<file path="src/rtl/dmem_arb_pkg.sv">
// dmem_arb_pkg: shared types and constants for the data-memory arbiter.
// Owner-state encoding, port indices and the burst counter width/helper.
package dmem_arb_pkg;

  typedef enum logic [1:0] {
    IDLE = 2'd0,
    OWN0 = 2'd1,
    OWN1 = 2'd2
  } owner_e;

  localparam logic PORT_CPU    = 1'b0;
  localparam logic PORT_DMA    = 1'b1;
  localparam int   BURST_CNT_W = 4;

  // Increment that sticks at all-ones so a long single-port run never wraps.
  function automatic logic [BURST_CNT_W-1:0] burst_inc(input logic [BURST_CNT_W-1:0] cnt);
    return (&cnt) ? cnt : cnt + 1'b1;
  endfunction

endpackage

</file>
<file path="src/rtl/dmem_arbiter_rr_pick2.sv">
// rr_pick2: combinational two-way round-robin picker.
// A lone requester always wins. On a tie, a valid holding owner keeps the
// grant; otherwise the port that was not served last wins.
module rr_pick2
  import dmem_arb_pkg::*;
(
  input  logic [1:0] req,
  input  logic       last,
  input  logic       hold_owner,
  input  logic       hold_valid,
  output logic [1:0] win
);

  // Pick at most one winner from the request pair.
  always_comb begin
    win = 2'b00;
    if (req[PORT_CPU] && !req[PORT_DMA]) begin
      win[PORT_CPU] = 1'b1;
    end else if (req[PORT_DMA] && !req[PORT_CPU]) begin
      win[PORT_DMA] = 1'b1;
    end else if (req[PORT_CPU] && req[PORT_DMA]) begin
      if (hold_valid) win[hold_owner] = 1'b1;
      else            win[~last]      = 1'b1;
    end
  end

endmodule

</file>
<file path="src/rtl/dmem_arbiter.sv">
// dmem_arbiter: shares the single-port dmem between the CPU load/store port
// (port 0) and the loader/DMA port (port 1). One access per granted cycle,
// read data returned one cycle later with a per-port valid strobe.
// Build option: define DMEM_ARB_BURST_EN to let the current owner hold the
// memory for up to MAX_BURST consecutive grants while the other port waits;
// without it, contending ports strictly alternate.
//
// owner state | meaning
// ------------+---------------------------------------------------
// IDLE        | no grant last cycle (reset, or nobody requested)
// OWN0        | CPU port was granted last cycle
// OWN1        | DMA port was granted last cycle
module dmem_arbiter
  import dmem_arb_pkg::*;
#(
  parameter int ADDR_W    = 32,
  parameter int DATA_W    = 32,
  parameter int MAX_BURST = 4
) (
  input  logic              clk,
  input  logic              reset,
  input  logic              req0,
  input  logic              req1,
  input  logic              we0,
  input  logic              we1,
  input  logic [ADDR_W-1:0] addr0,
  input  logic [ADDR_W-1:0] addr1,
  input  logic [DATA_W-1:0] wdata0,
  input  logic [DATA_W-1:0] wdata1,
  output logic              gnt0,
  output logic              gnt1,
  output logic              rvalid0,
  output logic              rvalid1,
  output logic [DATA_W-1:0] rdata,
  output logic              stall0,
  output logic              mem_we,
  output logic [ADDR_W-1:0] mem_addr,
  output logic [DATA_W-1:0] mem_wdata,
  input  logic [DATA_W-1:0] mem_rdata
);

  if (MAX_BURST < 1 || MAX_BURST > 15) begin : g_max_burst_range
    $error("dmem_arbiter: MAX_BURST must be within 1..15");
  end

  owner_e     owner, owner_nxt;
  logic       last, last_nxt;
  logic [1:0] win, gnt;
  logic       hold_owner, hold_valid;
  logic       rd_take;

`ifdef DMEM_ARB_BURST_EN
  logic [BURST_CNT_W-1:0] burst_cnt, burst_nxt;
  assign hold_valid = (owner != IDLE) && (burst_cnt < BURST_CNT_W'(MAX_BURST));
`else
  assign hold_valid = 1'b0;
`endif

  assign hold_owner = (owner == OWN1);

  rr_pick2 u_pick (
    .req        ({req1, req0}),
    .last       (last),
    .hold_owner (hold_owner),
    .hold_valid (hold_valid),
    .win        (win)
  );

  // Nothing is granted while reset is held, so no access leaks to dmem.
  assign gnt    = reset ? 2'b00 : win;
  assign gnt0   = gnt[PORT_CPU];
  assign gnt1   = gnt[PORT_DMA];
  assign stall0 = req0 & ~gnt0;
  assign rd_take = (gnt0 & ~we0) | (gnt1 & ~we1);

  // Steer the winning port onto the memory; idle bus is driven to zero.
  always_comb begin
    mem_we    = 1'b0;
    mem_addr  = '0;
    mem_wdata = '0;
    if (gnt0) begin
      mem_we    = we0;
      mem_addr  = addr0;
      mem_wdata = wdata0;
    end else if (gnt1) begin
      mem_we    = we1;
      mem_addr  = addr1;
      mem_wdata = wdata1;
    end
  end

  // Next owner / last-served / burst length from this cycle's grant.
  always_comb begin
    owner_nxt = IDLE;
    last_nxt  = last;
`ifdef DMEM_ARB_BURST_EN
    burst_nxt = '0;
`endif
    if (gnt0) begin
      owner_nxt = OWN0;
      last_nxt  = PORT_CPU;
`ifdef DMEM_ARB_BURST_EN
      burst_nxt = (owner == OWN0) ? burst_inc(burst_cnt) : BURST_CNT_W'(1);
`endif
    end else if (gnt1) begin
      owner_nxt = OWN1;
      last_nxt  = PORT_DMA;
`ifdef DMEM_ARB_BURST_EN
      burst_nxt = (owner == OWN1) ? burst_inc(burst_cnt) : BURST_CNT_W'(1);
`endif
    end
  end

  // Arbitration state; last resets to the DMA port so the CPU wins the first tie.
  always_ff @(posedge clk or posedge reset) begin
    if (reset) begin
      owner <= IDLE;
      last  <= PORT_DMA;
`ifdef DMEM_ARB_BURST_EN
      burst_cnt <= '0;
`endif
    end else begin
      owner <= owner_nxt;
      last  <= last_nxt;
`ifdef DMEM_ARB_BURST_EN
      burst_cnt <= burst_nxt;
`endif
    end
  end

  // Read return: capture dmem data one cycle after a granted read.
  always_ff @(posedge clk or posedge reset) begin
    if (reset) begin
      rvalid0 <= 1'b0;
      rvalid1 <= 1'b0;
      rdata   <= '0;
    end else begin
      rvalid0 <= gnt0 & ~we0;
      rvalid1 <= gnt1 & ~we1;
      if (rd_take) rdata <= mem_rdata;
    end
  end

endmodule

</file>
<file path="config.mk">
export PLATFORM = sky130hd
export DESIGN_NAME = dmem_arbiter
export DESIGN_NICKNAME = d
export VERILOG_FILES = /design/src/rtl/dmem_arb_pkg.sv /design/src/rtl/dmem_arbiter_rr_pick2.sv /design/src/rtl/dmem_arbiter.sv
export SDC_FILE = /design/constraint.sdc
export NUM_CORES = 1
export LEC_CHECK = 0
export BUFFER_PORTS_ARGS = -buffer_cell sky130_fd_sc_hd__buf_2
export CORE_AREA = 3 3 104 106
export CTS_CLUSTER_DIAMETER = 60
export CTS_CLUSTER_SIZE = 20
export DETAILED_ROUTE_END_ITERATION = 8
export DIE_AREA = 0 0 107 109
export PLACE_DENSITY = 0.6
export SLEW_MARGIN = 20
export SYNTH_ARGS = -nofsm -noshare
export SYNTH_HDL_FRONTEND = slang
export SYNTH_SLANG_ARGS = --single-unit
</file>
<file path="constraint.sdc">
create_clock -name clk -period 3.3 [get_ports clk]
set_input_delay 0.99 -clock clk [delete_from_list [all_inputs] [get_ports clk]]
set_output_delay 0.99 -clock clk [all_outputs]
set_load 0.1 [all_outputs]
</file>
==> impl_results.md <==
- Hold Path Class: flip-flop to flip-flop
- Layout area overhead: 130%
- Leak pwr: 2.48 nW
- Data arrival time of the worst path: 2160 ps
- Switching Power: 1.69 mW
- Switching share of power: 0.568
- Clk sinks: 35
- Layout net count: 593
- VDD IR max: 0.000333 V
- Clock period minus worst slack: 3150 ps
- ANT nets after route: 0
- Tcrit/Tclk final: 0.955
- Initial DRC count: 94
- Clock Skew: 5.21 ps
- Initial antenna violation count: 0
- Worst path cell trace: buf_2 > nand2b_4 > and3_2 > buf_12 > a22o_2 > buf_12
- Combinational power share: 0.703
- Register area share after synthesis: 0.408
- Ant diodes: 0
- Worst-skew pair later-pin latency: 280 ps
- CP startpoint kind: input port
- Vias: 2477
- Wire per inst: 17.3 um
- Clock share of power: 0.100
- Max Clock Freq: 317 MHz
- PwrDens: 603 mW/mm2
- Port Buf Inserts: 267
- Hold Buf Count CTS: 0
- DRC: 0
- Initial Util: 0.218
- Die height: 109 um
- IO Count: 268
- Clk slew on worst S/H paths: 70 ps
- RSZ-0062 raised after global routing: false
- Syn nets: 330
- Crit-path slowest cell: a22o_2
- Vias per inst: 4.42
- Most frequent cells in the layout: buf_2, buf_12, a22o_2, dfrtp_1, mux2_4
- Final GP Congestion: 0.854
- Final cell utilization of the core: 0.501
- Synth cell types: 19
- Post-Syn Area: 0.00215 mm2
- # resized after CTS: 0
- Rel. slew slack: 0.623
- Critical path capture point type: output pin
- Layout cells sized above 1: 0.902
- Most common cell after layout, fill and taps aside: buf_2
- Final slew viol count: 0
- Cell count after synthesis: 164
- Mean area per synthesized cell: 13.1 um2
- Die span in x: 107 um
- Congestion Overflow GR: 0
- GR Util All Layers: 0.161
- CP required: 2310 ps
- Htree depth: 2
- Power Internal: 1.29 mW
- Share of total power in sequential cells: 0.197
- Final Hold Vio Count: 0
- Root Driver: clkbuf_8
- Drt first pass iters: 4
- Synthesized flop and latch total: 35
- Hold slack: 508 ps
- CTS max path bufs: 2
- Die area: 0.0117 mm2
- Core area: 0.00986 mm2
- Critical Path Most Common Cell: buf_12
- Reg2Reg Setup Slack: 1310 ps
- CTS tree: yes
- Largest net degree at the start of global routing: 50
- Vias in the first global route: 2775
- DP HPWL: 8190 um
- Cell row count: 36
- Status: complete, no violations
- Final wirelength: 9680 um
- CP max FO: 49
- Finish-stage setup viols: 0
- CP Class: input port to output pin
- CP peak stage delay: 320 ps
- Setup Fix Bufs, Post-CTS: 0
- Yosys warns: 0
- Cts bufs inserted: 5
- Max_cap viols: 0
- First-pass GRT wire length: 14800 um
- Worst-Margin Slew: 566 ps
-- cells in the mapped netlist (all sizes together) --
cell type / instances / share of area
dfrtp: 34 / 0.40
inv: 1 / 0.0017
a31oi: 1 / 0.0029
nand2: 2 / 0.0035
a22o: 65 / 0.26
nand2b: 1 / 0.0064
dfstp: 1 / 0.012
clkbuf: 3 / 0.0052
mux2: 32 / 0.22
and3: 1 / 0.0029
a21oi: 3 / 0.014
buf: 15 / 0.052
nor2b: 3 / 0.0087
nand3b: 2 / 0.0087
-- state kept, by name, indices dropped and copies added, names as in the netlist --
| register | flops |
|---|---|
| last | 1 |
| rdata | 32 |
| rvalid0 | 1 |
| rvalid1 | 1 |
-- power by group through the flow --
stage / combinational, mW / clock, mW / sequential, mW
2_1_floorplan: 0.814 / 0 / 1.31
3_3_place_gp: 2.09 / 0 / 0.584
3_5_place_dp: 2.10 / 0 / 0.593
6_report: 2.09 / 0.298 / 0.586
4_1_cts: 2.11 / 0.315 / 0.587
5_1_grt: 2.15 / 0.332 / 0.601
-- logic make-up after synthesis --
logic type | after synthesis | share of synthesized area
compound gates | 69 | 0.282
buf+inv | 19 | 0.0594
flops | 35 | 0.408
mux | 32 | 0.220
simple gates | 9 | 0.0303
-- area by class of cell --
cell class              instances  area [um2]
clock buffers                   6        72.6
clock inverters                 2        12.5
fillers                       856        4930
inverters                       1        6.26
multi-input cells             110        1330
flip-flops and latches         35         877
well taps                     133         166
repair buffers                274        2470
-- metrics by stage --
stage,power [mW],std cells,worst slack [ps],setup TNS (ps),instance area (um2)
finish,2.98,561,149,0,4940
global route,3.08,561,96.0,0,4940
CTS,3.01,561,135,0,4940
detailed placement,2.70,553,141,0,4850
global placement,2.68,553,181,0,4850
floorplan,2.13,164,-81.8,-3440,2340
-- worst max-delay path: cells and delay by family --
| kind | cells | cell delay, ps |
|---|---|---|
| compound gates | 1 | 320 |
| buf+inv | 3 | 520 |
| simple gates | 2 | 310 |
-- final timing paths --
path | start | cells past startpoint | end
setup / recovery | req1 | 6 | mem_wdata[10]
hold reg to reg | rdata[16] | 1 | rdata[16]
setup reg to reg | last | 5 | rdata[11]
hold / removal | rdata[16] | 1 | rdata[16]
min in group asynchronous | reset | 2 | last
max in group asynchronous | reset | 3 | rdata[15]
-- metal layers --
layer	track usage	vias up	share of wire	wire (um)
met5	0	-	0	0
met4	0.0292	0	0.0050	48
met3	0.0456	4	0.088	854
met2	0.303	129	0.55	5340
met1	0.182	1171	0.36	3440
li1	-	1173	-	-
(Power assumes the default switching activity.)
